--- src/rtl/acc_pkg.sv ---
// acc_drain shared package: FSM encoding, accumulator width, default sizes.
package acc_pkg;
   localparam int ACC_W      = 6;
   localparam int WRAP_W_DEF = 4;
   localparam int DEPTH_DEF  = 4;
   localparam int PERIOD_DEF = 8;

   typedef enum logic [1:0] {
      ST_IDLE  = 2'd0,
      ST_RUN   = 2'd1,
      ST_DRAIN = 2'd2
   } state_e;
endpackage

--- src/rtl/sync_fifo.sv ---
// Synchronous FIFO, registered head, no fall-through; push on a full FIFO
// succeeds only when a pop happens in the same cycle.
module sync_fifo #(
   parameter int WIDTH = 8,
   parameter int DEPTH = 4
) (
   input  logic             clk,
   input  logic             i_rst,
   input  logic             i_push,
   input  logic [WIDTH-1:0] i_data,
   input  logic             i_pop,
   output logic [WIDTH-1:0] o_data,
   output logic             o_full,
   output logic             o_empty
);
   localparam int AW = $clog2(DEPTH);

   logic [WIDTH-1:0] mem_q [DEPTH];
   logic [AW-1:0]    wr_ptr_q, wr_ptr_d;
   logic [AW-1:0]    rd_ptr_q, rd_ptr_d;
   logic [AW:0]      cnt_q, cnt_d;
   logic             do_push, do_pop;

   assign o_empty = (cnt_q == '0);
   assign o_full  = (cnt_q == (AW+1)'(DEPTH));
   // Head reads as zero when empty so the output is clean out of reset.
   assign o_data  = o_empty ? '0 : mem_q[rd_ptr_q];

   always_comb begin
      do_pop   = i_pop && !o_empty;
      do_push  = i_push && (!o_full || do_pop);
      wr_ptr_d = do_push ? wr_ptr_q + 1'b1 : wr_ptr_q;
      rd_ptr_d = do_pop ? rd_ptr_q + 1'b1 : rd_ptr_q;
      cnt_d    = cnt_q + (AW+1)'(do_push) - (AW+1)'(do_pop);
   end

   always_ff @(posedge clk) begin
      if (i_rst) begin
         wr_ptr_q <= '0;
         rd_ptr_q <= '0;
         cnt_q    <= '0;
      end else begin
         wr_ptr_q <= wr_ptr_d;
         rd_ptr_q <= rd_ptr_d;
         cnt_q    <= cnt_d;
      end
   end

   always_ff @(posedge clk) begin
      if (do_push) mem_q[wr_ptr_q] <= i_data;
   end
endmodule

--- src/rtl/acc_drain.sv ---
// Periodic sampler of {wrap_cnt, acc} into an output FIFO with drain.
// Optional ACC_DRAIN_DROP_CNT_EN adds a saturating lost-sample counter.
module acc_drain
   import acc_pkg::*;
#(
   parameter int WRAP_W = WRAP_W_DEF,
   parameter int DEPTH  = DEPTH_DEF,
   parameter int PERIOD = PERIOD_DEF
) (
   input  logic                    clk,
   input  logic                    i_rst,
   input  logic [ACC_W-1:0]        i_acc,
   input  logic                    i_carry,
   input  logic                    i_start,
   input  logic                    i_stop,
   input  logic                    i_clear,
   output logic [WRAP_W+ACC_W-1:0] o_data,
   output logic                    o_valid,
   input  logic                    i_ready,
   output logic                    o_busy,
   output logic                    o_drop
`ifdef ACC_DRAIN_DROP_CNT_EN
   ,
   output logic [7:0]              o_drop_cnt
`endif
);
   localparam int PER_W = $clog2(PERIOD);
   localparam logic [PER_W-1:0] PER_LAST = PER_W'(PERIOD - 1);

   state_e            state_q, state_d;
   logic [WRAP_W-1:0] wrap_q, wrap_d;
   logic [PER_W-1:0]  per_q, per_d;
   logic              drop_q, drop_d;
   logic              sample, push, pop, lost, go_run;
   logic              fifo_full, fifo_empty;

   always_comb begin
      state_d = state_q;
      per_d   = per_q;
      wrap_d  = wrap_q;
      drop_d  = drop_q;
      sample  = 1'b0;
      go_run  = 1'b0;
      if (i_clear)      wrap_d = '0;
      else if (i_carry) wrap_d = wrap_q + 1'b1;
      unique case (state_q)
         ST_IDLE: begin
            if (i_start) begin
               state_d = ST_RUN;
               per_d   = '0;
               go_run  = 1'b1;
            end
         end
         ST_RUN: begin
            // A stop wins over a coincident sample, which is discarded.
            if (i_stop) begin
               state_d = ST_DRAIN;
            end else if (per_q == PER_LAST) begin
               per_d  = '0;
               sample = 1'b1;
            end else begin
               per_d = per_q + 1'b1;
            end
         end
         ST_DRAIN: begin
            if (fifo_empty) state_d = ST_IDLE;
         end
         default: state_d = ST_IDLE;
      endcase
      pop  = !fifo_empty && i_ready;
      push = sample && (!fifo_full || pop);
      lost = sample && fifo_full && !pop;
      if (go_run)    drop_d = 1'b0;
      else if (lost) drop_d = 1'b1;
   end

   always_ff @(posedge clk) begin
      if (i_rst) begin
         state_q <= ST_IDLE;
         wrap_q  <= '0;
         per_q   <= '0;
         drop_q  <= 1'b0;
      end else begin
         state_q <= state_d;
         wrap_q  <= wrap_d;
         per_q   <= per_d;
         drop_q  <= drop_d;
      end
   end

`ifdef ACC_DRAIN_DROP_CNT_EN
   logic [7:0] drop_cnt_q, drop_cnt_d;

   always_comb begin
      drop_cnt_d = drop_cnt_q;
      if (go_run)                          drop_cnt_d = '0;
      else if (lost && drop_cnt_q != 8'hFF) drop_cnt_d = drop_cnt_q + 1'b1;
   end

   always_ff @(posedge clk) begin
      if (i_rst) drop_cnt_q <= '0;
      else       drop_cnt_q <= drop_cnt_d;
   end

   assign o_drop_cnt = drop_cnt_q;
`endif

   sync_fifo #(
      .WIDTH (WRAP_W + ACC_W),
      .DEPTH (DEPTH)
   ) u_fifo (
      .clk     (clk),
      .i_rst   (i_rst),
      .i_push  (push),
      .i_data  ({wrap_q, i_acc}),
      .i_pop   (pop),
      .o_data  (o_data),
      .o_full  (fifo_full),
      .o_empty (fifo_empty)
   );

   assign o_valid = !fifo_empty;
   assign o_busy  = (state_q != ST_IDLE);
   assign o_drop  = drop_q;
endmodule

--- config.mk ---
export PLATFORM = sky130hd
export DESIGN_NAME = acc_drain
export DESIGN_NICKNAME = d
export VERILOG_FILES = /design/src/rtl/acc_pkg.sv /design/src/rtl/sync_fifo.sv /design/src/rtl/acc_drain.sv
export SDC_FILE = /design/constraint.sdc
export NUM_CORES = 1
export LEC_CHECK = 0
export CAP_MARGIN = 40
export CORE_UTILIZATION = 50
export CTS_CLUSTER_SIZE = 28
export DETAILED_ROUTE_END_ITERATION = 8
export PLACE_DENSITY = 0.71
export SETUP_SLACK_MARGIN = 0.02
export SLEW_MARGIN = 30
export SYNTH_ARGS = -nofsm -noshare
export SYNTH_HDL_FRONTEND = slang
export SYNTH_HIERARCHICAL = 1
export SYNTH_SLANG_ARGS = --single-unit
--- constraint.sdc ---
create_clock -name clk -period 3.93 [get_ports clk]
set_clock_uncertainty 0.2 [all_clocks]
set_input_delay 0.393 -clock clk [delete_from_list [all_inputs] [get_ports clk]]
set_output_delay 0.393 -clock clk [all_outputs]
set_load 0.02 [all_outputs]
# --- After elaboration in Yosys (flattened, before gate mapping) ---
# Memories as Yosys holds them, arrays and structs flattened. A register that Yosys moved wholly into a read port is not among the register bits.
# Index checks and enable logic that the tools add are counted.
totals:
  memories: 1
  out_inout_bits: 13
  wordCells: 59
  ff_bits: 17
  inputBits: 13
  mem_bits_rw: 40
mem_list:
  columns: ["memory", "words", "width", "read_ports", "rd_ports_with_merged_regs", "write_ports", "line", "text"]
  rows:
  - ["u_fifo.mem_q", 4, 10, 1, 1, 1, "sync_fifo.sv:18", "logic [WIDTH-1:0] mem_q [DEPTH];"]
op_classes:
  eq_ne: 8
  n_reduce_logical: 19
  n_mux: 18
  add_sub_neg: 6
op_table:
  columns: ["op", "n"]
  rows:
  - ["$mux W10", 1]
  - ["$mux W2", 5]
  - ["$mux W3", 3]
  - ["$mux W1", 7]
  - ["$eq A3 B3 Y1 const B", 2]
  - ["$logic_and A1 B1 Y1", 6]
  - ["$ne A2 B2 Y1 const B", 3]
  - ["$pmux W2 S3", 1]
  - ["$pmux W3 S2", 1]
  - ["$reduce_and A3 Y1", 2]
  - ["$add A2 B1 Y2 const B", 2]
  - ["$add A4 B1 Y4 const B", 1]
  - ["$reduce_bool A2 Y1", 2]
  - ["$reduce_or A2 Y1", 2]
  - ["$add A3 B1 Y3", 1]
  - ["$add A3 B1 Y3 const B", 1]
  - ["$logic_not A1 Y1", 3]
  - ["$logic_not A3 Y1", 1]
  - ["$sub A3 B1 Y3", 1]
  - ["$eq A2 B1 Y1 const B", 1]
  - ["$eq A2 B2 Y1 const B", 1]
  - ["$logic_not A2 Y1", 1]
  - ["$logic_or A1 B1 Y1", 2]
  - ["$ne A2 B1 Y1 const B", 1]

# --- Longest topological paths before layout ---
depth:
  depth_word: 8
  mapped_depth: 12
  depth_no_buf: 11

# --- By module ---
# The synthesis kept the hierarchy.
modules_own_cells:
  columns: ["mod", "n_inst", "area_per_inst_um2", "seq_area_each_um2", "cells_each"]
  rows:
  - ["sync_fifo", 1, 2008.2, 1381.3, 111]
  - ["acc_drain", 1, 490.5, 200.2, 51]

# --- Worst setup path before layout ---
# No wires, ideal clock.
synth_timing:
  path_type: "flip-flop to flip-flop"
  from: "reg u_fifo.cnt_q[1]"
  to: "reg u_fifo.cnt_q[2]"
  setup_ns: 0.126
  path_stages_with_launch: 13
  required_ns: 3.604
  arrival_ns: 2.489
  synth_period_minus_slack_ns: 2.815
  n_path_buf: 1
  setup_slack_ns: 1.115
  cell_sequence: "dfxtp_1 nor3_2 buf_2 nand2b_1 nand2_1 and3_2 a21boi_4 a21bo_2 ha_1 fa_1 xnor2_1 xnor2_1 nor2_1"
synth_via:
  elab_chain_len: 8
  elab_cells_between_ends: 12
  cone_classes: "2 x add/sub; 1 x eq/ne; 9 x reduce/logical"
synth_lines:
  columns: ["element", "line", "text"]
  rows:
  - ["start: declaration", "sync_fifo.sv:21", "logic [AW:0] cnt_q, cnt_d;"]
  - ["start signal: assignment", "sync_fifo.sv:45", "cnt_q <= cnt_d;"]
  - ["$logic_not A3 Y1", "sync_fifo.sv:24", "assign o_empty = (cnt_q == '0);"]
  - ["net fifo_empty", "acc_drain.sv:35", "logic fifo_full, fifo_empty;"]
  - ["$logic_not A1 Y1", "acc_drain.sv:70", "pop = !fifo_empty && i_ready;"]
  - ["$logic_and A1 B1 Y1", "acc_drain.sv:70", null]
  - ["$logic_or A1 B1 Y1", "acc_drain.sv:71", "push = sample && (!fifo_full || pop);"]
  - ["$logic_and A1 B1 Y1", "acc_drain.sv:71", null]
  - ["net push", "acc_drain.sv:34", "logic sample, push, pop, lost, go_run;"]
  - ["$logic_and A1 B1 Y1", "sync_fifo.sv:31", "do_push = i_push && (!o_full || do_pop);"]
  - ["$add A3 B1 Y3", "sync_fifo.sv:34", "cnt_d = cnt_q + (AW+1)'(do_push) - (AW+1)'(do_pop);"]
  - ["$sub A3 B1 Y3", "sync_fifo.sv:34", null]
# The timed path passes the listed nets, and every way through them passes these cells.
# A chain may end at the register's enable or synchronous reset.

# --- Worst setup path after layout ---
# Ends and elaborated chain as after synthesis.

==> metrics.txt <==
Critical Path Source Type=flip-flop; top_reg_cell synth=edfxtp_1; Clk pwr share=a little over two fifths; switching share of power=between 10% and 20%; Final period util=approximately 76%; I/O pin total=26; row count=25; final weighted congestion of routability-driven global placement=between 0.7 and 0.8; Achievable Freq=about 340 MHz; Sequential Area=~1600 sq um; largest net degree at the start of global routing=24; clock insertion delay at the later pin of the skew report=~0.32 ns; count of input and output buffers=25; number of search-and-repair iterations in the first detailed-routing pass=4; Vias/cell=approximately 5.2; y dimension of the die=72.7 um; share of final-layout standard cells stronger than drive strength 1=16.6%; required time at the worst-slack endpoint=3.91 ns; number of setup violations in the final report=0; initial detailed-routing violation count=33; highest ir drop seen on vdd=0.198 mV; area fraction in compound gates after synthesis=3.20%; H-tree levels=3; post-synthesis mux area share=11.6%; Seq/Total Area, Yosys=approximately 63%; simple-gate portion of the synthesized area=12.8%; type of the tightest min-delay check=flip-flop to flip-flop; area of all placed cells without fillers=approximately 3000 sq um; worst hold path cell count=2; maximum fanout along the worst path=15; leakage component of the power=between 1 and 1.5 nW; first-pass GRT wire length=roughly 6800 um; width of the chip=72.7 um; adder-cell area share of the yosys netlist=4.81%; Filler Cell Count=between 300 and 400; area inside the core boundary=4750 sq um; P_int=approximately 980 uW; initial core utilization=52.6%; relative contribution of sequential cells to total power=a little over half; diode count=0; total placed instance area=about 2800 sq um; final-report max-slew violation count=0; Clk Tree Root Cell=clkbuf_8; power after layout=about 1.2 mW; wire length per cell=roughly 15 um; Overall Global Routing Usage=between 15 and 20%; number of global-route vias before repair=around 1.5k; netlist area before placement=2500 sq um; asr flop ratio synth=0%; pwr dens=404 nW/um^2; synthesis-to-layout area growth=20.2%; result of the run=finished clean; Congestion Overflow GR=0; xor-xnor portion of the synthesized cell area=2.10%; detailed placement HPWL=around 2700 um; reported net switching power=around 230 uW; Inserted Clock Buffers=9; layout net count=around 220; number of buffers inserted for hold repair after clock tree synthesis=0; number of DRC violations after detailed routing=0; combinational cell fraction of total power=3.0%; most frequent cells in the layout=40 x edfxtp_1, 25 x clkdlybuf4s50_1, 19 x dfxtp_1, 13 x nor2b_1, 13 x clkbuf_8; Arrival @ worst endpoint=between 2 and 3 ns; critical path class=flip-flop to flip-flop; total area of multi-input combinational cells=862 sq um; maxcap violations=0; antenna violations before repair=0; Tightest Pin Transition=0.689 ns; crit end category=flip-flop; buffer count from post-CTS setup fixing=0; Hold Fails Final Rpt=0; number of resized instances in the post-cts repair step=0; Max transition margin=between 50% and 60%; non-filler cells in the finished layout=about 270; worst-case clock buffer depth=2; most common library cell in the layout ignoring fill and taps=edfxtp_1; floorplan die area=approximately 5300 sq um; synthesized flop and latch total=59; wire length reported by the detailed router=between 4000 and 5000 um; placed instance count=250; clock transition time at the flip-flop clock pins of the worst setup and hold paths=0.06 ns; combinational family with the most area after synthesis=simple AND/OR/NAND/NOR gates; TritonCTS clock tree=built; Antenna Violating Nets Remaining=0; Vias=1386; number of warnings printed during yosys synthesis=6; worst reg-to-reg path cell count=12; Mapped Nets=around 180; clock period minus worst slack=around 3.0 ns; number of synthesized flops with an enable pin=40; Unique masters post-synth=40; setup repair after global routing missed its margin=no; setup_tns=0 ns; CTS sink cnt=59; count of mapped cells out of synthesis=roughly 160; Avg Synthesized Cell Area=about 15 sq um
==> layer usage <==
| layer | GRT usage, % | wire, um |
|---|---|---|
| met5 | 0 | 0 |
| met1 | 20.5 | 1640 |
| met2 | 31.3 | 2210 |
| met4 | 6.32 | 59 |
| met3 | 6.35 | 169 |
==> cells in the mapped netlist, types with 2 or more instances <==
| cell type | number | area share, % |
|---|---|---|
| a21oi_1 | 2 | 0.40 |
| and2_1 | 4 | 1.0 |
| clkbuf_1 | 2 | 0.30 |
| dfxtp_1 | 19 | 15 |
| edfxtp_1 | 40 | 48 |
| ha_1 | 8 | 4.0 |
| inv_1 | 7 | 1.1 |
| mux2i_1 | 5 | 2.0 |
| mux4_2 | 10 | 9.0 |
| nand2_1 | 3 | 0.45 |
| nand2b_1 | 7 | 1.8 |
| nor2_1 | 8 | 1.2 |
| nor2b_1 | 13 | 3.3 |
| nor3_1 | 4 | 0.80 |
| xnor2_1 | 3 | 1.1 |
| xor2_1 | 3 | 1.1 |
==> critical path, stage by stage, from the launching register on <==
cell and delay (ns):
dfxtp_1 0.39, nor3_2 0.21, buf_4 0.24, nand2b_1 0.17, nand2_1 0.06, and3_2 0.22, a21boi_4 0.16, a21bo_2 0.23
ha_1 0.18, fa_1 0.38, xnor2_1 0.19, xnor2_1 0.14, nor2_1 0.06
==> sequential cells by signal, summed over array words and instances, names as in the netlist, named ones only <==
register,flops
o_drop,1
u_fifo/mem_q,40
u_fifo/cnt_q,3
wrap_q,4
per_q,3
u_fifo/wr_ptr_q,2
u_fifo/rd_ptr_q,2
state_q,2
==> final cells by class <==
type	count	share of cell area [%]
clock buffers	15	6.21
multi-input cells	91	28.7
repair buffers	26	8.58
inverters	7	0.875
well taps	67	2.79
flip-flops and latches	59	52.7
clock inverters	1	0.167
==> through the flow <==
stage	worst slack [ns]	hold slack (ns)	utilization (%)
3_3_place_gp	1.09	0.265	59.1
6_report	0.954	0.297	63.2
2_1_floorplan	1.11	0.256	-
4_1_cts	0.903	0.298	63.2
5_1_grt	0.798	0.319	63.2
3_5_place_dp	0.935	0.279	59.1
==> power groups by stage <==
stage	combinational [mW]	clock (mW)	sequential (mW)
2_1_floorplan	0.0164	0	0.678
3_3_place_gp	0.0355	0	0.678
3_5_place_dp	0.0370	0	0.679
4_1_cts	0.0373	0.523	0.666
5_1_grt	0.0402	0.554	0.666
6_report	0.0368	0.511	0.666
==> path summary, 6_finish.rpt <==
kind / from / end / slack (ns)
worst min-delay path: per_q[1] / per_q[1] / 0.30
worst max-delay path: u_fifo/cnt_q[1] / u_fifo/cnt_q[2] / 0.95
worst min register to register: per_q[1] / per_q[1] / 0.30
worst max register to register: u_fifo/cnt_q[1] / u_fifo/cnt_q[2] / 0.95
==> logic make-up (layout without fill, tap and decap cells) <==
| kind of cell | Yosys count | count (layout) |
|---|---|---|
| buffers and inverters | 12 | 49 |
| AND/OR/NAND/NOR | 51 | 51 |
| XOR/XNOR | 6 | 6 |
| AO/OA/AOI/OAI | 9 | 9 |
| flip-flops | 59 | 59 |
| adder cells (fa/ha/maj) | 9 | 9 |
| multiplexers | 16 | 16 |
Note: power is estimated with default switching activity, not from simulation.
